$ cat src/rtl/pipe_pkg.sv
// pipe_pkg: shared constants for the pipe_chain slice.
//   PIPE_WIDTH - default payload width in bits
//   PIPE_DEPTH - default number of register stages
//   CNT_WIDTH  - width of the performance counters
//   sat_inc()  - saturating increment for the performance counters
package pipe_pkg;

  localparam int unsigned PIPE_WIDTH = 32;
  localparam int unsigned PIPE_DEPTH = 4;
  localparam int unsigned CNT_WIDTH  = 32;

  // Counters stick at all-ones rather than wrapping back to zero.
  function automatic logic [CNT_WIDTH-1:0] sat_inc(input logic [CNT_WIDTH-1:0] value);
    return (value == '1) ? value : value + CNT_WIDTH'(1);
  endfunction

endpackage

$ cat src/rtl/pipe_stage.sv
// pipe_stage: one register stage of the pipe_chain pipeline.
// Ports:
//   clk       - clock, rising edge
//   rst       - synchronous active-high reset (clears valid and data)
//   load_en   - stage is ready: take valid from upstream this edge
//   up_valid  - upstream valid; also qualifies the data load
//   up_data   - upstream payload
//   clear     - force valid to 0 at this edge (data left untouched)
//   valid_q   - registered valid
//   data_q    - registered payload
//   valid_d   - next-state valid, exposed so the parent can keep an
//               occupancy count in step with the valid flops
module pipe_stage
  import pipe_pkg::*;
#(
  parameter int WIDTH = PIPE_WIDTH
) (
  input  logic             clk,
  input  logic             rst,
  input  logic             load_en,
  input  logic             up_valid,
  input  logic [WIDTH-1:0] up_data,
  input  logic             clear,
  output logic             valid_q,
  output logic [WIDTH-1:0] data_q,
  output logic             valid_d
);

  // Clear wins over load: an item arriving into a cleared stage is dropped.
  always_comb begin
    valid_d = valid_q;
    if (load_en) begin
      valid_d = up_valid;
    end
    if (clear) begin
      valid_d = 1'b0;
    end
  end

  // Payload only moves when a real item is loaded, so holes do not
  // disturb the data register.
  always_ff @(posedge clk) begin
    if (rst) begin
      valid_q <= 1'b0;
      data_q  <= '0;
    end else begin
      valid_q <= valid_d;
      if (load_en && up_valid) begin
        data_q <= up_data;
      end
    end
  end

endmodule

$ cat src/rtl/pipe_chain.sv
// pipe_chain: DEPTH-stage valid/ready register pipeline with per-stage
// flush, occupancy count and optional stall/bubble counters.
// Ports:
//   clk, rst              - clock and synchronous active-high reset
//   in_valid/in_ready     - upstream handshake, in_data payload
//   flush[DEPTH-1:0]      - bit i clears stage i at the next edge
//   out_valid/out_ready   - downstream handshake, out_data payload
//   occupancy             - number of valid stages (registered)
//   stall_cnt             - cycles with out_valid=1 and out_ready=0
//   bubble_cnt            - cycles with out_valid=0
// Build option: define PIPE_PERF_CNT_EN to enable the saturating
// stall/bubble counters; otherwise those ports read constant 0.
module pipe_chain
  import pipe_pkg::*;
#(
  parameter int WIDTH = PIPE_WIDTH,
  parameter int DEPTH = PIPE_DEPTH
) (
  input  logic                       clk,
  input  logic                       rst,
  input  logic                       in_valid,
  output logic                       in_ready,
  input  logic [WIDTH-1:0]           in_data,
  input  logic [DEPTH-1:0]           flush,
  output logic                       out_valid,
  input  logic                       out_ready,
  output logic [WIDTH-1:0]           out_data,
  output logic [$clog2(DEPTH+1)-1:0] occupancy,
  output logic [CNT_WIDTH-1:0]       stall_cnt,
  output logic [CNT_WIDTH-1:0]       bubble_cnt
);

  localparam int OCC_W = $clog2(DEPTH+1);

  logic [DEPTH:0]   rdy;
  logic [DEPTH-1:0] valid_q;
  logic [DEPTH-1:0] valid_d;
  logic [WIDTH-1:0] data_q [DEPTH];
  logic [OCC_W-1:0] occ_d;

  // A stage can accept when it is empty or when the stage ahead of it
  // accepts; this lets holes collapse while the output is stalled.
  // Flush is deliberately kept out of this chain.
  always_comb begin
    rdy        = '0;
    rdy[DEPTH] = out_ready;
    for (int i = DEPTH - 1; i >= 0; i--) begin
      rdy[i] = ~valid_q[i] | rdy[i+1];
    end
  end

  assign in_ready  = rdy[0];
  assign out_valid = valid_q[DEPTH-1];
  assign out_data  = data_q[DEPTH-1];

  // Stage i is fed by the input port (i=0) or by stage i-1; the source's
  // own flush bit does not stop its item from moving forward.
  for (genvar i = 0; i < DEPTH; i++) begin : g_stage
    logic             up_valid;
    logic [WIDTH-1:0] up_data;

    if (i == 0) begin : g_head
      assign up_valid = in_valid;
      assign up_data  = in_data;
    end else begin : g_body
      assign up_valid = valid_q[i-1];
      assign up_data  = data_q[i-1];
    end

    pipe_stage #(
      .WIDTH(WIDTH)
    ) u_stage (
      .clk      (clk),
      .rst      (rst),
      .load_en  (rdy[i]),
      .up_valid (up_valid),
      .up_data  (up_data),
      .clear    (flush[i]),
      .valid_q  (valid_q[i]),
      .data_q   (data_q[i]),
      .valid_d  (valid_d[i])
    );
  end

  // Popcount of the next-state valid vector, so the registered count
  // always matches the valid flops after the same edge.
  always_comb begin
    occ_d = '0;
    for (int i = 0; i < DEPTH; i++) begin
      occ_d = occ_d + OCC_W'(valid_d[i]);
    end
  end

  always_ff @(posedge clk) begin
    if (rst) begin
      occupancy <= '0;
    end else begin
      occupancy <= occ_d;
    end
  end

`ifdef PIPE_PERF_CNT_EN
  // Performance counters: saturate at all-ones, cleared only by reset.
  always_ff @(posedge clk) begin
    if (rst) begin
      stall_cnt  <= '0;
      bubble_cnt <= '0;
    end else begin
      if (out_valid && !out_ready) begin
        stall_cnt <= sat_inc(stall_cnt);
      end
      if (!out_valid) begin
        bubble_cnt <= sat_inc(bubble_cnt);
      end
    end
  end
`else
  assign stall_cnt  = '0;
  assign bubble_cnt = '0;
`endif

endmodule

$ cat config.mk
export PLATFORM = sky130hd
export DESIGN_NAME = pipe_chain
export DESIGN_NICKNAME = d
export VERILOG_FILES = /design/src/rtl/pipe_pkg.sv /design/src/rtl/pipe_stage.sv /design/src/rtl/pipe_chain.sv
export SDC_FILE = /design/constraint.sdc
export NUM_CORES = 1
export LEC_CHECK = 0
export CAP_MARGIN = 20
export CORE_UTILIZATION = 30
export DETAILED_ROUTE_END_ITERATION = 12
export PLACE_DENSITY_LB_ADDON = 0.2
export SYNTH_ARGS = -nofsm -noshare
export SYNTH_HDL_FRONTEND = slang
export SYNTH_HIERARCHICAL = 1
export SYNTH_SLANG_ARGS = --single-unit
$ cat constraint.sdc
create_clock -name clk -period 3.3 [get_ports clk]
set_input_delay 0.99 -clock clk [delete_from_list [all_inputs] [get_ports clk]]
set_output_delay 0.99 -clock clk [all_outputs]
set_load 0.1 [all_outputs]
==> flow_summary.toml <==
[sta]
slew_violations = 0
hold_slack_ns = 0.465
worst_slack_ns = 0.0852
period_share_pct = 97.4
fin_skew_ns = 0.00853
fin_crit_ns = 3.21
fmax_mhz = 311
setup_viol = 0
relSlewSlack_pct = 55.8
final.setup.tns_ns = 0
rsz0062_at_grt = "no"
worstMarginPinSlew_ns = 0.663
hold_viol_final = 0

[cells_and_area]
postLayoutCellArea_sq_um = 7660
drive_above_1_share_pct = 25.8
seqCellArea_sq_um = 2710
fin_nets = 760
syn2layout_area_growth_pct = 13.5
multi_input_area_sq_um = 3280
final_cell_mix = "dfxtp_1, nand3_1, a21bo_1"
instances_no_fill = 1010
final_common_cell = "dfxtp_1"
n_fill_cell = 2232
postLayoutCoreUtil_pct = 34.9

[min_path]
whs_path_depth = 2
hp-class = "register to register"
min_delay_worst_endpoint = "g_stage[2].u_stage/data_q[1]"
holdCritStartpoint = "g_stage[1].u_stage/data_q[1]"

[worst_setup_path]
r2r_slack_ns = 0.85
crit_fanout = 4
cp.arrival_ns = 2.22
end_kind = "primary output"
reg2reg_from = "g_stage[1].u_stage/valid_q"
crit_required_ns = 2.31
crit_type = "primary input to primary output"
crit-reg2reg-capture = "occupancy[1]"
reg2reg_depth = 9
start_kind = "primary input"

[run_status]
violations = "design-rule violations"
outcome = "complete, but fails checks"

[yosys]
synth_warnings = 6
syn-cell-area_sq_um = 6750
synthCells = 684
synth.distinct_cells = 21
synth-seq-cells = 135
seq_area_frac_synth_pct = 40.1
syn_area_per_cell_sq_um = 9.86

[drt]
vias = 4565
wl_mm = 14.2
drtIter0Drc = 402
drt-wirelength-per-cell_microns = 14.0
drt-pass1-iter-count = 10
vias_per_cell = 4.52
drc = 52
antenna_left = 0

[pwr]
power_mw = 3.84
power_density_nw_per_um2 = 502
leakagePower_nw = 2.80
ir_drop_mv = 0.286

[floorplanning]
die_h_microns = 152
rows = 54
dieWidth_microns = 152
dieArea_sq_um = 23100
core_area_sq_um = 22000
initial_utilization_pct = 30.7
ios = 141

[clock_network]
cts_buffers = 17
cts_hold_repair.buffers = 0
clk_latency_ns = 0.41
cts_resized = 0
clock-sinks = 135
cts_tree = "done"
cts_buffer_depth = 2
htreeDepth = 4
post-cts-setup-buffers = 0
clkTransAtPathRegs_ns = 0.06
clock-root-buffer = "clkbuf_16"

[placed_design]
placed_cell_area_sq_um = 7140
io_buffer_count = 76
place_congestion = 0.749
pre_cts_ws_ns = -0.0767
place_inst = 978
hpwl_mm = 8.74

[run]
drv_cap = 0

[global_route]
grt_max_degree = 70
grt_pass1_wl_mm = 23.5
grt_pass1_vias = 4466
grt_antenna_before_repair = 1
grtUsageTotal_pct = 12.5
grt_overflow_total = 0
## cell type report
type                    instances  share of cell area [%]
flip-flops and latches        135                    35.4
multi-input cells             470                    42.9
well taps                     280                    4.58
clock buffers                  22                    6.06
repair buffers                 87                    10.1
clock inverters                 9                   0.703
diodes                          1                  0.0327
inverters                       6                   0.294
## routing by layer
metal | vias up | track usage, % | routed length (microns) | part of all wire [%]
li1 | 2334 | - | - | -
met1 | 2091 | 19.1 | 7840 | 55
met2 | 129 | 16.1 | 5440 | 38
met3 | 11 | 3.34 | 719 | 5.1
met4 | 0 | 4.66 | 157 | 1.1
met5 | - | 0 | 0 | 0
## where the power goes
part / total [mW] / switching [mW] / internal, mW
clock network: 1.66 / 0.672 / 0.987
registers: 1.68 / 0.0175 / 1.66
logic: 0.505 / 0.418 / 0.0871
total: 3.84 / 1.11 / 2.73
## how the worst max path moves through the flow
stage,from,cells after the start,to
finish,out_ready,5,in_ready
global route,out_ready,5,in_ready
CTS,out_ready,5,in_ready
detailed placement,out_ready,11,occupancy[1]
global placement,out_ready,11,occupancy[1]
floorplan,out_ready,11,occupancy[1]
## worst max-delay path: stages
cell and delay (ns):
clkdlybuf4s50_1 0.46, nor2b_4 0.21, nand4_1 0.18, buf_4 0.22, buf_12 0.16
## cells in the mapped netlist (all sizes together)
master  instances  area (sq um)
ha              2          25.0
dfxtp         135          2700
clkbuf          8          30.0
nand2           1          3.75
inv             6          22.5
buf           128           956
nor2b           4          32.5
a21oi         128           941
nand3         129           646
nor2            4          15.0
a21bo         128          1280
conb            1          3.75
nand4           1          6.26
fa              1          20.0
nor3            4          20.0
mux2i           4          40.0
## sequential cells by signal (all words and copies together), names as in the netlist
| name | cells |
|---|---|
| occupancy | 3 |
| g_stage.u_stage/data_q | 128 |
| g_stage.u_stage/valid_q | 4 |
## cell families after synthesis
kind of cell	after synthesis	synth area share [%]
adders and majority gates	3	0.668
buffers and inverters	142	15.0
other	1	0.0556
AOI/OAI and AO/OA	256	32.9
DFF	135	40.1
and+or+nand+nor	143	10.7
muxes	4	0.594
No activity file was read; power rests on OpenSTA's default activity.
